File: src/rtl/vga_sync_gen_if.sv
// Raster output bundle of the VGA timing generator plus its count enable.
// The generator side is the slave (drives the raster); the consumer is the master.
interface vga_sync_gen_if #(
    parameter int unsigned FCNT_W = 16
);
    logic              en;
    logic [9:0]        x;
    logic [9:0]        y;
    logic              vga_on;
    logic              hsync;
    logic              vsync;
    logic              frame_tick;
    logic [FCNT_W-1:0] frame_count;

    modport master (
        output en,
        input  x, y, vga_on, hsync, vsync, frame_tick, frame_count
    );

    modport slave (
        input  en,
        output x, y, vga_on, hsync, vsync, frame_tick, frame_count
    );
endinterface

File: src/rtl/vga_sync_gen.sv
// Raster timing generator: pixel coordinates, visible flag, active-low syncs,
// a once-per-frame tick and a free-running frame counter, all registered together.
module vga_sync_gen #(
    parameter int unsigned H_VISIBLE = 640,
    parameter int unsigned H_FRONT   = 16,
    parameter int unsigned H_SYNC    = 96,
    parameter int unsigned H_BACK    = 48,
    parameter int unsigned V_VISIBLE = 480,
    parameter int unsigned V_FRONT   = 10,
    parameter int unsigned V_SYNC    = 2,
    parameter int unsigned V_BACK    = 33,
    parameter int unsigned FCNT_W    = 16
) (
    input logic           clk25M,
    input logic           reset,
    vga_sync_gen_if.slave vga_io
);
    localparam int unsigned H_TOTAL = H_VISIBLE + H_FRONT + H_SYNC + H_BACK;
    localparam int unsigned V_TOTAL = V_VISIBLE + V_FRONT + V_SYNC + V_BACK;

    localparam logic [9:0] XMax       = 10'(H_TOTAL - 1);
    localparam logic [9:0] YMax       = 10'(V_TOTAL - 1);
    localparam logic [9:0] XVis       = 10'(H_VISIBLE);
    localparam logic [9:0] YVis       = 10'(V_VISIBLE);
    localparam logic [9:0] HSyncStart = 10'(H_VISIBLE + H_FRONT);
    localparam logic [9:0] HSyncEnd   = 10'(H_VISIBLE + H_FRONT + H_SYNC);
    localparam logic [9:0] VSyncStart = 10'(V_VISIBLE + V_FRONT);
    localparam logic [9:0] VSyncEnd   = 10'(V_VISIBLE + V_FRONT + V_SYNC);
    localparam logic [9:0] YTick      = 10'(V_VISIBLE + 1);

    if (H_TOTAL > 1024) begin : g_h_total_chk
        $error("vga_sync_gen: H_TOTAL exceeds 1024");
    end
    if (V_TOTAL > 1024) begin : g_v_total_chk
        $error("vga_sync_gen: V_TOTAL exceeds 1024");
    end

    logic [9:0]        x_q, x_d;
    logic [9:0]        y_q, y_d;
    logic              vga_on_q, vga_on_d;
    logic              hsync_q, hsync_d;
    logic              vsync_q, vsync_d;
    logic              tick_q, tick_d;
    logic [FCNT_W-1:0] fcnt_q, fcnt_d;

    // Decode is taken from the next position so flags land in step with x/y.
    always_comb begin
        x_d    = x_q;
        y_d    = y_q;
        fcnt_d = fcnt_q;
        tick_d = 1'b0;
        if (vga_io.en) begin
            if (x_q == XMax) begin
                x_d = '0;
                if (y_q == YMax) begin
                    y_d    = '0;
                    fcnt_d = fcnt_q + 1'b1;
                end else begin
                    y_d = y_q + 10'd1;
                end
            end else begin
                x_d = x_q + 10'd1;
            end
            tick_d = (x_d == '0) && (y_d == YTick);
        end
        vga_on_d = (x_d < XVis) && (y_d < YVis);
        hsync_d  = !((x_d >= HSyncStart) && (x_d < HSyncEnd));
        vsync_d  = !((y_d >= VSyncStart) && (y_d < VSyncEnd));
    end

    always_ff @(posedge clk25M) begin
        if (!reset) begin
            x_q      <= '0;
            y_q      <= '0;
            vga_on_q <= 1'b1;
            hsync_q  <= 1'b1;
            vsync_q  <= 1'b1;
            tick_q   <= 1'b0;
            fcnt_q   <= '0;
        end else begin
            x_q      <= x_d;
            y_q      <= y_d;
            vga_on_q <= vga_on_d;
            hsync_q  <= hsync_d;
            vsync_q  <= vsync_d;
            tick_q   <= tick_d;
            fcnt_q   <= fcnt_d;
        end
    end

    assign vga_io.x           = x_q;
    assign vga_io.y           = y_q;
    assign vga_io.vga_on      = vga_on_q;
    assign vga_io.hsync       = hsync_q;
    assign vga_io.vsync       = vsync_q;
    assign vga_io.frame_tick  = tick_q;
    assign vga_io.frame_count = fcnt_q;
endmodule

File: src/flat_wrapper.sv
// flat-port wrapper written by rule: the top's interface ports become plain ports
module vga_sync_gen_flat 
#(
    parameter int unsigned H_VISIBLE = 640,
    parameter int unsigned H_FRONT   = 16,
    parameter int unsigned H_SYNC    = 96,
    parameter int unsigned H_BACK    = 48,
    parameter int unsigned V_VISIBLE = 480,
    parameter int unsigned V_FRONT   = 10,
    parameter int unsigned V_SYNC    = 2,
    parameter int unsigned V_BACK    = 33,
    parameter int unsigned FCNT_W    = 16
)
  (clk25M, reset, vga_io_en, vga_io_x, vga_io_y, vga_io_vga_on, vga_io_hsync, vga_io_vsync, vga_io_frame_tick, vga_io_frame_count);
  vga_sync_gen_if #(.FCNT_W(FCNT_W)) vga_io_i ();
  input logic clk25M;
  input logic reset;
  input wire logic [$bits(vga_io_i.en)-1:0] vga_io_en;
  output wire logic [$bits(vga_io_i.x)-1:0] vga_io_x;
  output wire logic [$bits(vga_io_i.y)-1:0] vga_io_y;
  output wire logic [$bits(vga_io_i.vga_on)-1:0] vga_io_vga_on;
  output wire logic [$bits(vga_io_i.hsync)-1:0] vga_io_hsync;
  output wire logic [$bits(vga_io_i.vsync)-1:0] vga_io_vsync;
  output wire logic [$bits(vga_io_i.frame_tick)-1:0] vga_io_frame_tick;
  output wire logic [$bits(vga_io_i.frame_count)-1:0] vga_io_frame_count;
  assign vga_io_i.en = vga_io_en;
  assign vga_io_x = vga_io_i.x;
  assign vga_io_y = vga_io_i.y;
  assign vga_io_vga_on = vga_io_i.vga_on;
  assign vga_io_hsync = vga_io_i.hsync;
  assign vga_io_vsync = vga_io_i.vsync;
  assign vga_io_frame_tick = vga_io_i.frame_tick;
  assign vga_io_frame_count = vga_io_i.frame_count;
  vga_sync_gen #(.H_VISIBLE(H_VISIBLE), .H_FRONT(H_FRONT), .H_SYNC(H_SYNC), .H_BACK(H_BACK), .V_VISIBLE(V_VISIBLE), .V_FRONT(V_FRONT), .V_SYNC(V_SYNC), .V_BACK(V_BACK), .FCNT_W(FCNT_W)) u_core (.clk25M(clk25M), .reset(reset), .vga_io(vga_io_i));
endmodule
File: config.mk
export PLATFORM = sky130hd
export DESIGN_NAME = vga_sync_gen_flat
export DESIGN_NICKNAME = d
export VERILOG_FILES = /design/src/rtl/vga_sync_gen_if.sv /design/src/rtl/vga_sync_gen.sv /design/src/flat_wrapper.sv
export SDC_FILE = /design/constraint.sdc
export NUM_CORES = 1
export LEC_CHECK = 0
export CAP_MARGIN = 20
export CORE_ASPECT_RATIO = 2
export CORE_MARGIN = 2
export CORE_UTILIZATION = 50
export DETAILED_ROUTE_END_ITERATION = 6
export PLACE_DENSITY = 0.77
export SYNTH_ARGS = -nofsm -noshare
export SYNTH_HDL_FRONTEND = slang
export SYNTH_SLANG_ARGS = --single-unit
File: constraint.sdc
create_clock -name clk25M -period 4.2 [get_ports clk25M]
set_input_delay 0.63 -clock clk25M [delete_from_list [all_inputs] [get_ports clk25M]]
set_output_delay 0.63 -clock clk25M [all_outputs]
set_load 0.1 [all_outputs]
* Word level (Yosys, flattened, before mapping)
Cells that the tools add are included.
** Storage, ports and cells
- Bits in registers :: 40
- Bits of input ports :: 3
- Output and inout bits :: 40
- Word-level logic and storage cells :: 35
** Operators by class
- Add/sub/neg operators :: 3
- Order comparisons :: 6
- Eq/ne operators :: 3
- Multiplexer cells :: 7
- Reduce and logical (&&, ||, !) cells :: 9
** Operators with widths (count)
- 10-bit two-way mux :: 7
- 10-bit by 1-bit adder with 10-bit output (second input constant) :: 2
- 10-bit == test (second input constant) :: 2
- 10-bit < comparator (second input constant) :: 2
- 10-bit by 9-bit < comparator with 1-bit output (second input constant) :: 2
- 16-bit by 1-bit adder with 16-bit output (second input constant) :: 1
- 10-bit by 9-bit == test with 1-bit output (second input constant) :: 1
- 10-bit greater-or-equal comparator (second input constant) :: 1
- 10-bit by 9-bit greater-or-equal comparator with 1-bit output (second input constant) :: 1
- 10-bit logical NOT :: 1
- 1-bit logical AND :: 4
- 3-bit AND reduction :: 1
- 1-bit logical NOT :: 2
- 2-bit AND reduction :: 1

* Longest topological paths before layout
- Word-level depth :: 8
- Gate-level depth with buffers :: 9
- Mapped depth without buffers :: 8

* Least setup slack after synthesis
Ideal clock, no wire load.
- Path kind :: flip-flop to flip-flop
- Start point :: register u_core.x_q[0], in the netlist u_core.vga_io.x[0]
- End point :: register u_core.vsync_q, in the netlist u_core.vga_io.vsync
- Library setup time :: 134 ps
- Arrival :: 2796 ps
- Setup slack :: 1270 ps
- Stages on the path, launching flop included :: 9
- Path buffers :: 1
- Clock period less this slack :: 2930 ps
- Path through :: dfxtp_1 -> ha_1 -> nand4_4 -> or4_1 -> buf_2 -> nor2_2 -> nand3b_1 -> a221oi_1 -> nand4_1
** Between the ends
- Longest elaborated chain between the ends :: 7
- Elaborated cells between the ends (all ways) :: 8
** Ends and longest elaborated chain
- start, declared :: line vga_sync_gen.sv:38 : logic [9:0] x_q, x_d;
- start signal, assigned :: line vga_sync_gen.sv:73 : x_q <= '0;
- start signal, assigned :: line vga_sync_gen.sv:81 : x_q <= x_d;
- 10-bit == test * :: line vga_sync_gen.sv:53 : if (x_q == XMax) begin
- 10-bit two-way mux * :: line vga_sync_gen.sv:53
- 10-bit two-way mux * (2 in series) :: line vga_sync_gen.sv:52 : if (vga_io.en) begin
- 10-bit by 9-bit greater-or-equal comparator with 1-bit output / 10-bit by 9-bit < comparator with 1-bit output (equally long branches) :: line vga_sync_gen.sv:68 : vsync_d = !((y_d >= VSyncStart) && (y_d < VSyncEnd));
- 1-bit logical AND * :: line vga_sync_gen.sv:68
- 1-bit logical NOT * :: line vga_sync_gen.sv:68
- end signal, assigned :: line vga_sync_gen.sv:85 : vsync_q <= vsync_d;
- end, declared :: line vga_sync_gen.sv:42 : logic vsync_q, vsync_d;
Mark *: on every way between the ends. The rest lies on a longest branch, timed or not. The select of a mux whose other input is x is not followed.
A chain may end at the register's enable or synchronous reset.

* Worst setup path in the final report
- Start point :: input port vga_io_en
- End point :: register u_core.vsync_q, in the netlist u_core.vga_io.vsync
** Between the ends
- Longest elaborated chain between the ends :: 4
- Elaborated cells between the ends (all ways) :: 5
** Ends and longest elaborated chain
- start, declared :: line flat_wrapper.sv:18 : input wire logic [$bits(vga_io_i.en)-1:0] vga_io_en;
- 10-bit two-way mux * :: line vga_sync_gen.sv:52
- 10-bit by 9-bit greater-or-equal comparator with 1-bit output / 10-bit by 9-bit < comparator with 1-bit output (equally long branches) :: line vga_sync_gen.sv:68
- 1-bit logical AND * :: line vga_sync_gen.sv:68
- 1-bit logical NOT * :: line vga_sync_gen.sv:68
Mark *: on every way between the ends. The rest lies on a longest branch, timed or not.

==> impl_metrics.tcl <==
set metrics [dict create \
    hold_viol 0 \
    cts-root-buf "clkbuf_8" \
    drtIter0Drc 64 \
    place.gp.congestion 0.839 \
    grt_max_degree 35 \
    ant_nets 0 \
    synth_compound_area_share_pct 11.3 \
    end_kind "flip-flop" \
    dieArea_sq_um 5350 \
    dp_hpwl_um 4560 \
    muxShareOfSynthArea_pct 1.79 \
    synth-seq-cells 40 \
    peakVddDrop_uv 172 \
    cp.required_ps 4360 \
    finalPower_w 0.000679 \
    path_cells "clkdlybuf4s50_1 -> nand4_4 -> or4_1 -> nor2_2 -> nand3b_1 -> a221oi_1 -> nand4_1" \
    vias 2280 \
    slew_headroom_pct 34.6 \
    antenna_found_initial 0 \
    cts_resized 0 \
    drc_errors 0 \
    synth_common_cells "40 x dfxtp_1, 38 x nor2_1, 25 x nand2_1" \
    cts.hold.buffers_added 0 \
    yosysTopAreaCell "dfxtp_1" \
    avgSynthCellArea_sq_um 8.21 \
    syn_nets 296 \
    synth_top_family_by_area "simple AND/OR/NAND/NOR gates" \
    skew_ps 4.04 \
    synth.most_common_cell "dfxtp_1" \
    hp-class "reg2reg" \
    synth_area_sq_um 2370 \
    viasPerCell 6.02 \
    async_flop_share_pct 0 \
    synth_cell_type_count 49 \
    post-cts-setup-buffers 0 \
    critPathMaxFanout 14 \
    wire_per_inst_um 16.2 \
    drive_gt1_share_pct 8.02 \
    setup_slack_ps 1150 \
    yosysWarnings 0 \
    status "completed" \
    finalSetupViolCount 0 \
    synth_edf_count 0 \
    synth_top_cells_by_area "dfxtp_1 34%, nor2_1 6.0%, xnor2_1 5.9%" \
    netlist_instances 289 \
    grt_overflow 0 \
    final_area_sq_um 2870 \
    initial_core_util_pct 51.6 \
    synth_xor_area_share_pct 9.23 \
    cts.htree.levels 2 \
    cp-start-kind "primary input" \
    boundaryPins 43 \
    synth.top_cell.area_share_pct 33.7 \
    routed_wl_um 6120 \
    maxCapViolations 0 \
    worstSkewPairLatency_ps 290 \
    cts_buffers 5 \
    yosys.area_share.simple_pct 37.0 \
    worst_pin_slew_ps 978 \
    insertedDiodeCount 0 \
    core-area_sq_um 4600 \
    p_leak_nw 0.912 \
    area_growth_syn_to_layout_pct 21.0 \
    grtUsageTotal_pct 24.4 \
    cp_slowest_stage_delay_ps 820 \
    rows 35 \
    io_buffers 42 \
    fp.dieH_um 101 \
    cp.arrival_ps 3210 \
    min_period_ps 3050 \
    clock-sinks 40 \
    slew_viol_final 0 \
    slowest_stage "clkdlybuf4s50_1" \
    path_class "in2reg" \
    clockBufferDepth 2 \
    nets 331 \
    power.density_nw_per_um2 236 \
    max_freq_mhz 328 \
    die_w_um 52.7 \
    clk_pin_slew_ps 80 \
    ys_seq_area_share_pct 33.7 \
    post_dp_cell_area_sq_um 2800 \
    period_share_pct 72.6 \
    pre_cts_ws_ps 863 \
    grt_pass1_wl_um 9830 \
    rsz0062_at_grt "false" \
    first_global_vias 2100 \
    setup_tns_ps 0 \
    synth-adder-area-share_pct 2.11 \
    cts_tree "yes" \
    firstDrtPassIters 4 \
    ys.flop_type "dfxtp_1" \
]
[metrics by stage]
step                instances  utilization [%]  hold WS, ps
finish                    379             62.5          506
global placement          372             60.8          485
detailed placement        372             60.8          497
floorplan                 289                -          739
CTS                       379             62.5          508
global route              379             62.5          528
[critical path, delay by kind of cell]
| family | cells | cell delay [ps] |
|---|---|---|
| AO/OA/AOI/OAI | 1 | 290 |
| AND/OR/NAND/NOR | 5 | 1470 |
| buffers and inverters | 1 | 820 |
[per-layer routing]
metal / up-vias / track usage (%) / share of wire [%]
met5: - / 0 / 0
met4: 0 / 12.8 / 3.2
met3: 18 / 4.13 / 4.1
met2: 80 / 45.7 / 56
met1: 1071 / 24.3 / 37
li1: 1111 / - / -
[state kept, by name, indices dropped and copies added, names as in the netlist]
| register | flops |
|---|---|
| u_core.vga_io.frame_count | 16 |
| u_core.vga_io.frame_tick | 1 |
| u_core.vga_io.vga_on | 1 |
| u_core.vga_io.y | 10 |
| u_core.vga_io.x | 10 |
| u_core.vga_io.hsync | 1 |
| u_core.vga_io.vsync | 1 |
[cell type report]
type	instances	area, sq um
clock buffer	6	72.6
clock inverter	1	5.00
fill	423	1730
inverter	11	41.3
multi-input combinational	223	1460
sequential	40	801
tap	55	68.8
timing repair buffer	43	428
[report_power, final]
group          switching (W)  internal, W
logic              0.0000350    0.0000122
clock network       0.000132     0.000113
registers         0.00000495     0.000382
total               0.000172     0.000507
[final timing paths]
| kind | start | endpoint | slack (ps) | cells after the start |
|---|---|---|---|---|
| max reg2reg | u_core.vga_io.x[4] | u_core.vga_io.vsync | 1510 | 6 |
| min reg2reg | u_core.vga_io.frame_count[1] | u_core.vga_io.frame_count[1] | 510 | 2 |
| max | vga_io_en | u_core.vga_io.vsync | 1150 | 7 |
| min | u_core.vga_io.frame_count[1] | u_core.vga_io.frame_count[1] | 510 | 2 |
[cell usage in the layout (no fill, tap or decap), drive strengths merged, types with 5 or more instances in the layout]
cell type and n:
nor3 14, or3 5, o21ai 11, dfxtp 40
inv 9, nand3 15, nor2 39, or4 5
nand2 25, xnor2 16, nor4 14, xor2 9
nand4 11, clkbuf 6, a21oi 15, clkdlybuf4s50 42
[logic make-up after synthesis]
group / Yosys count
xor gates and xnor gates: 25
DFF: 40
muxes: 4
and+or+nand+nor: 146
AOI/OAI and AO/OA: 44
buffers and inverters: 26
adders and majority gates: 4
No activity file was read; power rests on OpenSTA's default activity.
==> edit (config.mk and constraints unchanged) <==
`H_VISIBLE` is set to 640 in 2 places; all go to 480.
--- a/src/rtl/vga_sync_gen.sv
+++ b/src/rtl/vga_sync_gen.sv
@@ -1,7 +1,7 @@
 // Raster timing generator: pixel coordinates, visible flag, active-low syncs,
 // a once-per-frame tick and a free-running frame counter, all registered together.
 module vga_sync_gen #(
-    parameter int unsigned H_VISIBLE = 640,
+    parameter int unsigned H_VISIBLE = 480,
     parameter int unsigned H_FRONT   = 16,
     parameter int unsigned H_SYNC    = 96,
     parameter int unsigned H_BACK    = 48,
--- a/src/flat_wrapper.sv
+++ b/src/flat_wrapper.sv
@@ -1,7 +1,7 @@
 // flat-port wrapper written by rule: the top's interface ports become plain ports
 module vga_sync_gen_flat 
 #(
-    parameter int unsigned H_VISIBLE = 640,
+    parameter int unsigned H_VISIBLE = 480,
     parameter int unsigned H_FRONT   = 16,
     parameter int unsigned H_SYNC    = 96,
     parameter int unsigned H_BACK    = 48,
Check against the original RTL: same outputs for any inputs over 10 cycles, from zero or initial values and one cycle with reset low; that may be too few to reach the edited logic, so the function may still have changed.
==> edit against the original RTL <==
Worst setup slack improved by 0.23 ns. Non-clock buffer count fell by 1. Sequential cell count did not move. Register-to-register slack improved by 0.18 ns. Total power is 2.7% lower. Wire length shrank 3.3%. Critical path depth shrank 6. Clock skew grew 0.0010 ns. Combinational power decreased by 36%. Cell count up 4.5%. Final area rose by 0.65%. Area after synthesis rose by 2.5%. Sequential share of layout area is 0.18 points lower.
==> edit: results (changes against the original RTL) <==
outcome: "complete, no violations"
timing.rr.start: "u_core.vga_io.x[0]$_SDFF_PN0_"
worstHoldStart: "u_core.vga_io.frame_count[12]$_SDFFE_PN0P_"
grt_start_max_net_pins: 31  # -11%
gp_congestion: 0.855  # +1.9%
cp-startpoint: "u_core.vga_io.x[8]$_SDFF_PN0_"
viasPerCell: 5.93  # -1.4%
first_iter_violations: 113  # +77%
power_uw: 660  # -2.7%
place_area_um2: 2810  # +0.54%
r2r_setup_slack_ns: 1.69  # +0.18 ns
critPathMaxFanout: 13  # -1
grt_pass1_wl_mm: 10.1  # +2.7%
switchingPower_uw: 160  # -7.0%
critPathMaxStageDelay_ns: 1.24  # +0.42 ns
place_ws_ns: 1.44  # +0.573 ns
drive_gt1_share_pct: 5.01  # -3.0 points
grt_use_met1_pct: 32.2  # +7.9 points
ir_drop_mv: 0.256  # +49%
synth_nets: 318  # +7.4%
worstMarginPinSlew_ns: 0.978  # -0.000777 ns
met2_usage_pct: 37.4  # -8.3 points
wire_per_inst_um: 15.0  # -7.5%
ys_seq_area_share_pct: 32.9  # -0.83 points
seq_power_uw: 383  # -1%
rr_worst_depth: 7  # +1
[edit: cell type report]
class	instances	area, um2	area share, %
Sequential cell	40	801	27.7
Clock buffer	5	68.8	2.38
Clock inverter	2	12.5	0.433
Tap cell	57	71.3	2.47
Timing Repair Buffer	42	420	14.5
Inverter	11	41.3	1.43
Multi-Input combinational cell	239	1480	51.1
[edit: per-layer routing]
metal / part of all wire (%) / routed length, um
met5: 0 / 0
met4: 2.2 / 131
met3: 5.2 / 306
met2: 49 / 2890
met1: 44 / 2590
[edit: kinds of logic (layout without fill, tap and decap cells)]
kind of cell               count (synthesis)  after routing  share of synthesized area (%)
and+or+nand+nor                          147            147                           32.9
AOI/OAI and AO/OA                         63             63                           16.6
DFF                                       40             40                           32.9
buffers and inverters                     32             60                           6.43
xor gates and xnor gates                  22             22                           7.92
adders and majority gates                  4              4                           2.06
muxes                                      3              3                           1.23
